===== src/rtl/writeback_stage_pkg.sv =====
// Shared definitions for the writeback stage.
// Holds the writeback source selector codes, the load funct3 codes and the
// FSM state encoding, so the top and the load extender agree on them.
package writeback_stage_pkg;

  // Writeback source select (wbsel). Codes not listed fall back to the ALU.
  localparam logic [2:0] WB_ALU   = 3'b001;
  localparam logic [2:0] WB_MEM   = 3'b011;
  localparam logic [2:0] WB_PC4   = 3'b010;
  localparam logic [2:0] WB_IMM   = 3'b110;
  localparam logic [2:0] WB_PCIMM = 3'b111;

  // Load type (funct3). LD and LWU only have meaning when XLEN is 64.
  localparam logic [2:0] F3_LB  = 3'b000;
  localparam logic [2:0] F3_LH  = 3'b001;
  localparam logic [2:0] F3_LW  = 3'b010;
  localparam logic [2:0] F3_LD  = 3'b011;
  localparam logic [2:0] F3_LBU = 3'b100;
  localparam logic [2:0] F3_LHU = 3'b101;
  localparam logic [2:0] F3_LWU = 3'b110;

  typedef enum logic [1:0] {
    ST_IDLE     = 2'b00,
    ST_WAIT_MEM = 2'b01,
    ST_WRITE    = 2'b10
  } wb_state_t;

endpackage


===== src/rtl/writeback_stage_load_extend.sv =====
// load_extend: combinational lane extraction and sign/zero extension of a
// load result.
// Ports:
//   funct3    in  3                load type
//   offset    in  log2(XLEN/8)     low byte-address bits of the load
//   mem_rdata in  XLEN             aligned memory word
//   data      out XLEN             extended register value
module load_extend
  import writeback_stage_pkg::*;
#(
  parameter int XLEN = 32
) (
  input  logic [2:0]                 funct3,
  input  logic [$clog2(XLEN/8)-1:0]  offset,
  input  logic [XLEN-1:0]            mem_rdata,
  output logic [XLEN-1:0]            data
);

  localparam int OFFW = $clog2(XLEN/8);

  // Halfword and word lanes ignore the address bits below their own size.
  logic [OFFW-1:0] half_off;
  logic [OFFW-1:0] word_off;
  logic [7:0]      lane_b;
  logic [15:0]     lane_h;
  logic [31:0]     lane_w;

  assign half_off = offset & ~OFFW'(1);
  assign word_off = offset & ~OFFW'(3);

  assign lane_b = mem_rdata[{offset,   3'b000} +: 8];
  assign lane_h = mem_rdata[{half_off, 3'b000} +: 16];
  assign lane_w = mem_rdata[{word_off, 3'b000} +: 32];

  always_comb begin
    data = mem_rdata;
    case (funct3)
      F3_LB:   data = XLEN'($signed(lane_b));
      F3_LH:   data = XLEN'($signed(lane_h));
      F3_LW:   data = XLEN'($signed(lane_w));
      F3_LBU:  data = XLEN'(lane_b);
      F3_LHU:  data = XLEN'(lane_h);
      F3_LD:   data = mem_rdata;
      // On a 32-bit datapath LWU is not a real load type and passes through.
      F3_LWU:  data = (XLEN == 64) ? XLEN'(lane_w) : mem_rdata;
      default: data = mem_rdata;
    endcase
  end

endmodule


===== src/rtl/writeback_stage.sv =====
// writeback_stage: selects the value written back to the register file,
// waits for load data when needed, and drives a single register-file write.
// Ports:
//   clk, reset                  clock, synchronous active-high reset
//   in_valid / in_ready         upstream handshake (ready only when idle)
//   wbsel, aluout, pc, imm      writeback source select and operands
//   rd, regwrite                destination register and write enable
//   ld_funct3, ld_addr          load type and byte address (low bits used)
//   mem_rvalid, mem_rdata       load data return
//   flush                       drop the instruction in flight
//   rf_we, rf_waddr, rf_wdata   register-file write port
//   err_timeout                 one-cycle pulse when a load is abandoned
// XLEN must be 32 or 64.
module writeback_stage
  import writeback_stage_pkg::*;
#(
  parameter int XLEN        = 32,
  parameter int RA_W        = 5,
  parameter int MEM_TIMEOUT = 255
) (
  input  logic            clk,
  input  logic            reset,
  input  logic            in_valid,
  output logic            in_ready,
  input  logic [2:0]      wbsel,
  input  logic [XLEN-1:0] aluout,
  input  logic [XLEN-1:0] pc,
  input  logic [XLEN-1:0] imm,
  input  logic [RA_W-1:0] rd,
  input  logic            regwrite,
  input  logic [2:0]      ld_funct3,
  input  logic [XLEN-1:0] ld_addr,
  input  logic            mem_rvalid,
  input  logic [XLEN-1:0] mem_rdata,
  input  logic            flush,
  output logic            rf_we,
  output logic [RA_W-1:0] rf_waddr,
  output logic [XLEN-1:0] rf_wdata,
  output logic            err_timeout
);

  localparam int OFFW  = $clog2(XLEN/8);
  localparam int CNT_W = (MEM_TIMEOUT < 1) ? 1 : $clog2(MEM_TIMEOUT + 1);

  wb_state_t        state_reg, state_next;
  logic [CNT_W-1:0] cnt_reg, cnt_next;
  logic [RA_W-1:0]  waddr_reg;
  logic [XLEN-1:0]  wdata_reg;
  logic             we_reg;
  logic [2:0]       funct3_reg;
  logic [OFFW-1:0]  off_reg;

  logic             accept;
  logic             load_done;
  logic [XLEN-1:0]  wb_result;
  logic [XLEN-1:0]  load_data;

  // Only the byte-offset bits of the load address matter.
  logic unused_addr_bits;
  assign unused_addr_bits = ^ld_addr[XLEN-1:OFFW];

  // Non-load result mux; additions wrap naturally at XLEN bits.
  always_comb begin
    wb_result = aluout;
    case (wbsel)
      WB_ALU:   wb_result = aluout;
      WB_PC4:   wb_result = pc + XLEN'(4);
      WB_IMM:   wb_result = imm;
      WB_PCIMM: wb_result = pc + imm;
      default:  wb_result = aluout;
    endcase
  end

  load_extend #(.XLEN(XLEN)) u_load_extend (
    .funct3    (funct3_reg),
    .offset    (off_reg),
    .mem_rdata (mem_rdata),
    .data      (load_data)
  );

  // Next state and outputs. Inside WAIT_MEM the priority is
  // flush > arriving data > timeout, so data arriving on the very cycle the
  // counter hits the limit is still written back.
  always_comb begin
    state_next  = state_reg;
    cnt_next    = cnt_reg;
    in_ready    = 1'b0;
    rf_we       = 1'b0;
    err_timeout = 1'b0;
    accept      = 1'b0;
    load_done   = 1'b0;
    case (state_reg)
      ST_IDLE: begin
        in_ready = 1'b1;
        if (in_valid && !flush) begin
          accept     = 1'b1;
          cnt_next   = '0;
          state_next = (wbsel == WB_MEM) ? ST_WAIT_MEM : ST_WRITE;
        end
      end
      ST_WAIT_MEM: begin
        if (flush) begin
          state_next = ST_IDLE;
        end else if (mem_rvalid) begin
          load_done  = 1'b1;
          state_next = ST_WRITE;
        end else if (cnt_reg == CNT_W'(MEM_TIMEOUT)) begin
          err_timeout = 1'b1;
          state_next  = ST_IDLE;
        end else begin
          cnt_next = cnt_reg + CNT_W'(1);
        end
      end
      ST_WRITE: begin
        rf_we      = we_reg && !flush;
        state_next = ST_IDLE;
      end
      default: state_next = ST_IDLE;
    endcase
    // Reset wins over everything, including the pulses of the current cycle.
    if (reset) begin
      rf_we       = 1'b0;
      err_timeout = 1'b0;
    end
  end

  always_ff @(posedge clk) begin
    if (reset) begin
      state_reg  <= ST_IDLE;
      cnt_reg    <= '0;
      waddr_reg  <= '0;
      wdata_reg  <= '0;
      we_reg     <= 1'b0;
      funct3_reg <= '0;
      off_reg    <= '0;
    end else begin
      state_reg <= state_next;
      cnt_reg   <= cnt_next;
      if (accept) begin
        waddr_reg  <= rd;
        we_reg     <= regwrite && (rd != '0);
        funct3_reg <= ld_funct3;
        off_reg    <= ld_addr[OFFW-1:0];
        if (wbsel != WB_MEM) begin
          wdata_reg <= wb_result;
        end
      end
      if (load_done) begin
        wdata_reg <= load_data;
      end
    end
  end

  assign rf_waddr = waddr_reg;
  assign rf_wdata = wdata_reg;

endmodule


===== config.mk =====
export PLATFORM = sky130hd
export DESIGN_NAME = writeback_stage
export DESIGN_NICKNAME = d
export VERILOG_FILES = /design/src/rtl/writeback_stage_pkg.sv /design/src/rtl/writeback_stage_load_extend.sv /design/src/rtl/writeback_stage.sv
export SDC_FILE = /design/constraint.sdc
export NUM_CORES = 1
export LEC_CHECK = 0
export ABC_AREA = 0
export CAP_MARGIN = 20
export CORE_MARGIN = 2
export CORE_UTILIZATION = 46
export CTS_BUF_LIST = sky130_fd_sc_hd__clkbuf_16
export CTS_CLUSTER_DIAMETER = 30
export DETAILED_ROUTE_END_ITERATION = 6
export GPL_ROUTABILITY_DRIVEN = 1
export GPL_TIMING_DRIVEN = 0
export PLACE_DENSITY = 0.83
export SYNTH_ARGS = -nofsm -noshare
export SYNTH_HDL_FRONTEND = slang
export SYNTH_SLANG_ARGS = --single-unit

===== constraint.sdc =====
create_clock -name clk -period 3.17 [get_ports clk]
set_clock_uncertainty 0.1 [all_clocks]
set_input_delay 0.634 -clock clk [delete_from_list [all_inputs] [get_ports clk]]
set_output_delay 0.634 -clock clk [all_outputs]
set_load 0.02 [all_outputs]

After elaboration in Yosys (flattened, before gate mapping)
Index checks and enable logic that the tools add are counted.
- register bits after elaboration: 53
- input port bits: 177
- add/subtract/negate cells: 3
- eq/ne operators: 16
- shift operators: 2
- multiplexer cells: 29
- reductions and logical operators: 13
- operators by type and width (operator ; count):
    $pmux W32 S4 ; 1
    $mux W32 ; 3
    $pmux W32 S3 ; 1
    $add A32 B3 Y32 const B ; 1
    $add A32 B32 Y32 ; 1
    $mux W8 ; 4
    $shiftx A32 B6 Y16 ; 1
    $shiftx A32 B6 Y8 ; 1
    $pmux W8 S2 ; 1
    $mux W1 ; 13
    $eq A3 B3 Y1 const B ; 4
    $mux W2 ; 5
    $add A8 B1 Y8 const B ; 1
    $eq A8 B8 Y1 const B ; 1
    $ne A2 B2 Y1 const B ; 4
    $eq A3 B2 Y1 const B ; 2
    $reduce_bool A2 Y1 ; 3
    $reduce_and A5 Y1 ; 1
    $reduce_bool A5 Y1 ; 1
    $ne A4 B4 Y1 const B ; 1
    $pmux W2 S2 ; 1
    $reduce_and A2 Y1 ; 2
    $eq A3 B1 Y1 const B ; 1
    $logic_and A1 B1 Y1 ; 3
    other kinds (6) ; 6

Longest topological paths before layout
- depth after elaboration: 6
- gate-level depth with buffers: 12
- depth with buffers taken out: 12

By module
Synthesis repeated with hierarchy kept, for this count alone.
- cell total of the unflattened synthesis: 826
- area total of the unflattened synthesis: 6108.4 um2
- by module, submodules not included (module ; times used ; cells an instance ; area an instance (um2)):
    writeback_stage ; 1 ; 708 ; 5313.8
    load_extend ; 1 ; 118 ; 794.5

Worst setup path after synthesis
Ideal clock, no wire load.
- path type: input port to flip-flop
- start: input port pc[7]
- end: register wdata_reg[18] (netlist: rf_wdata[18])
- arrival time: 2.744 ns
- setup slack: 0.234 ns
- stages on the path: 9
- cells stage by stage: ha_1 -> a21o_1 -> a311o_1 -> o21a_1 -> or3_1 -> a21oi_1 -> xnor2_1 -> a21oi_1 -> nor4_1
- word-level cells in the longest chain between the ends: 5
- elaborated cells between the ends (all ways): 6
- ends and longest elaborated chain (item ; RTL line ; text):
    start, declared ; writeback_stage.sv:27 ; input logic [XLEN-1:0] pc,
    $add A32 B32 Y32 or $add A32 B3 Y32 (tied branches) ; writeback_stage.sv:69, writeback_stage.sv:67 ;
    $pmux W32 S3 * ; writeback_stage.sv:65 ; case (wbsel)
    $mux W32 * ; writeback_stage.sv:144 ; if (wbsel != WB_MEM) begin
    $mux W32 * ; writeback_stage.sv:139 ; if (accept) begin
    $mux W32 * ; writeback_stage.sv:148 ; if (load_done) begin
    end signal, assigned ; writeback_stage.sv:145 ; wdata_reg <= wb_result;
    end signal, assigned ; writeback_stage.sv:149 ; wdata_reg <= load_data;
    end, declared ; writeback_stage.sv:48 ; logic [XLEN-1:0] wdata_reg;
Every way passes the cells marked *; elsewhere a longest branch is shown, timed or not. The select of a mux whose other input is x is not followed.
A chain may end at the register's enable or synchronous reset.

Final worst setup path
- start: input port reset
- end: output port err_timeout
- word-level cells in the longest chain between the ends: 1
- ends and longest elaborated chain (item ; RTL line ; text):
    start, declared ; writeback_stage.sv:22 ; input logic reset,
    $mux W1 ; writeback_stage.sv:121 ; if (reset) begin
    end, declared ; writeback_stage.sv:39 ; output logic err_timeout
Every way passes these cells.

==> reports/qor.txt <==
Worst hold path depth = 2
Worst Path Class, Setup = in2out
Area of the core = 0.0121 mm2
Hold_buf cts = 0
Later-pin clock latency in the skew report = 0.30 ns
GRT Residual Overflow = 0
Cts bufs inserted = 5
Final period utilization = 98.8%
Top delay family on crit path = buffers and inverters
H-Tree Depth = 2
Final setup viols = 0
Pleak = 3.15 nW
Hold WC Path Type = reg2reg
Largest net degree at the start of global routing = 18
Vias = 7427
Max FFs per register = 32
Yosys top cell by area = dfxtp_1
Comb power frac = 46.4%
Starting DRT DRC Count = 887
Crit path DAT = 2.40 ns
ANT nets after route = 0
Worst-path maximum fanout = 10
Maximum VDD drop = 0.000258 V
Clock power frac = 24.8%
Hold Startpoint = rf_waddr[1]
Crit. End Element = output port
Final Cell Area = 0.00853 mm2
Synth top area share = 18.6%
Crit path time final = 3.13 ns
Antenna violations before repair = 0
Initial Util = 47.4%
Critical path cell sequence = clkbuf_1 > clkbuf_1 > nor3b_1 > clkdlybuf4s50_1
Area Overhead vs Synth = 49.4%
Port Buffers = 183
Placed inst area = 0.00776 mm2
Drt drc = 0
Total Power = 2.52 mW
TritonCTS clock tree = yes
R2r setup slk = 0.32 ns
Vias in the first global route = 6927
Power share of the sequential group = 28.8%
Clock-pin slew on the worst setup and hold paths = 0.07 ns
Drt total wl = 25400 um
Worst path most repeated cell = clkbuf_1
Post-layout net count = 1226
Worst EP required = 2.44 ns
Slowest CP cell = clkbuf_1
Routability Congestion = 0.993
Cell with the most instances after synthesis = a21oi_1
Reg2reg start = state_reg[0]
Worst Path Buf+Inv = 3
Post-Syn Nets = 1033
Max clock buf depth = 2
Mapped Avg Cell Area = 6.95 um2
Unrepaired setup endpoints after global routing = true
Number of synthesized flops with an enable pin = 0
Fmax = 319 MHz
Internal Power = 1.61 mW
Post-synth ARST share = 0%
Pwr Density = 296 mW/mm2
First-pass GRT wire length = 37700 um
Sink Count = 53
CTS Root Cell = clkbuf_16
Hold EP = rf_waddr[1]
Die ar. = 0.0133 mm2
Utilization after layout = 70.8%
IO Pins = 217
Vias/cell = 6.27
Synth Warn # = 0
Die Span Y = 115 um
CP max stage delay = 0.61 ns
Largest cells by area after synthesis = dfxtp_1 19%, a21oi_1 9.0%, ha_1 7.2%
P_sw = 916 uW
Post-DP HPWL = 19600 um
Yosys cell types = 75
Post-route insts no fill = 1184
Cell Rows = 40
Final-report hold violation count = 0
Least-Margin Pin Slew = 0.714 ns
WL per Instance = 21.4 um
CP startpoint = reset
Die width = 115 um
Gr usage total = 36.3%
Net Sw Frac = 36.3%
Cell Area, Synth = 0.00571 mm2
Seq/Total Area, Yosys = 18.6%
Synthesized instance count = 822
Status = complete, no violations
Reg2Reg Depth = 7
Max Cap Viol = 0
Worst flop-to-flop path endpoint = rf_wdata[4]
Slew HR = 52.4%
Synthesis-stage register bit count = 53
Commonest cells in the netlist = 103 x a21oi_1, 100 x nand2_1, 76 x nor2_1
N_diodes = 0
Final-report max-slew violation count = 0
DR pass1 iterations = 6
Share of cells above drive strength 1 = 12.1%
Inst Count DP = 1173
Critical path startpoint category = input pin
Most used flip-flop cell after synthesis = dfxtp_1
## layout by cell type, fill, tap and decap left out, drive strengths merged, types with 3 or more instances in the layout
cell type	instances
or3	5
a21o	13
nand3b	3
dlygate4sd2	9
inv	28
nand2	100
clkbuf	43
a221oi	24
nor4	18
a211oi	6
nand3	21
a21oi	103
nand4	15
buf	18
dlymetal6s2s	13
mux2	4
o22ai	12
xor2	29
nor2	78
xnor2	29
nor3	22
o211ai	8
a221o	8
clkdlybuf4s50	157
mux2i	4
a2111oi	4
a311oi	3
nor2b	6
o21ai	66
ha	33
nand2b	8
and3	4
a31oi	10
and2	6
o221ai	9
dfxtp	53
## cells by family (layout without fill, tap and decap cells)
family / Yosys count / in the layout / share of synthesized area (%)
flip-flops: 53 / 53 / 18.6
XOR/XNOR: 58 / 58 / 8.89
adder cells (fa/ha/maj): 34 / 34 / 7.58
multiplexers: 9 / 9 / 1.88
buffers and inverters: 77 / 271 / 5.21
AND/OR/NAND/NOR: 297 / 297 / 25.0
AO/OA/AOI/OAI: 294 / 294 / 32.9
## tightest hold or removal path: cells and delay by family (launching register included)
kind            cells  cell delay (ns)
compound gates      1             0.05
flops               1             0.31
simple gates        1             0.05
## layout make-up
class	count	area [um2]
Multi-Input combinational cell	692	4900
Fill cell	1009	3530
Timing Repair Buffer	193	1910
Sequential cell	53	1060
Tap cell	168	210
Buffer	43	178
Clock buffer	5	125
Inverter	27	101
Clock inverter	3	43.8
## metrics by stage
step | setup slack [ns] | hold WS [ns] | TNS, ns
after floorplan | 0.234 | 0.337 | 0
after global placement | -0.862 | 0.342 | -17.43
after detailed placement | -0.921 | 0.353 | -19.22
after CTS | -0.0229 | 0.362 | -0.0229
after global routing | -0.107 | 0.381 | -0.125
final | 0.0374 | 0.360 | 0
## worst max path at each step
| stage | endpoint | slack (ns) | cells past startpoint |
|---|---|---|---|
| 2_1_floorplan | rf_wdata[18] | 0.23 | 9 |
| 3_3_place_gp | rf_wdata[17] | -0.86 | 9 |
| 3_5_place_dp | rf_wdata[17] | -0.92 | 9 |
| 4_1_cts | rf_wdata[31] | -0.02 | 10 |
| 5_1_grt | rf_wdata[29] | -0.11 | 11 |
| 6_report | err_timeout | 0.04 | 4 |
## layer usage
| layer | global-route usage (%) | wire (um) | up-vias |
|---|---|---|---|
| met2 | 57.7 | 11400 | 443 |
| li1 | - | - | 3453 |
| met1 | 49.8 | 10700 | 3463 |
| met3 | 7.58 | 2390 | 68 |
| met5 | 0 | 0 | - |
| met4 | 10.4 | 875 | 0 |
## power by group through the flow
stage	Combinational (mW)	Clock [mW]	Sequential, mW
2_1_floorplan	0.522	0	0.771
3_3_place_gp	1.01	0	0.740
3_5_place_dp	1.01	0	0.740
4_1_cts	1.06	0.623	0.725
5_1_grt	1.25	0.654	0.729
6_report	1.17	0.627	0.727
## timing repair
item	in CTS	in global routing
pin swaps	19	22
setup buffers	6	4
gates resized for setup	64	82
setup endpoints to repair	30	27
(Power assumes the default switching activity.)
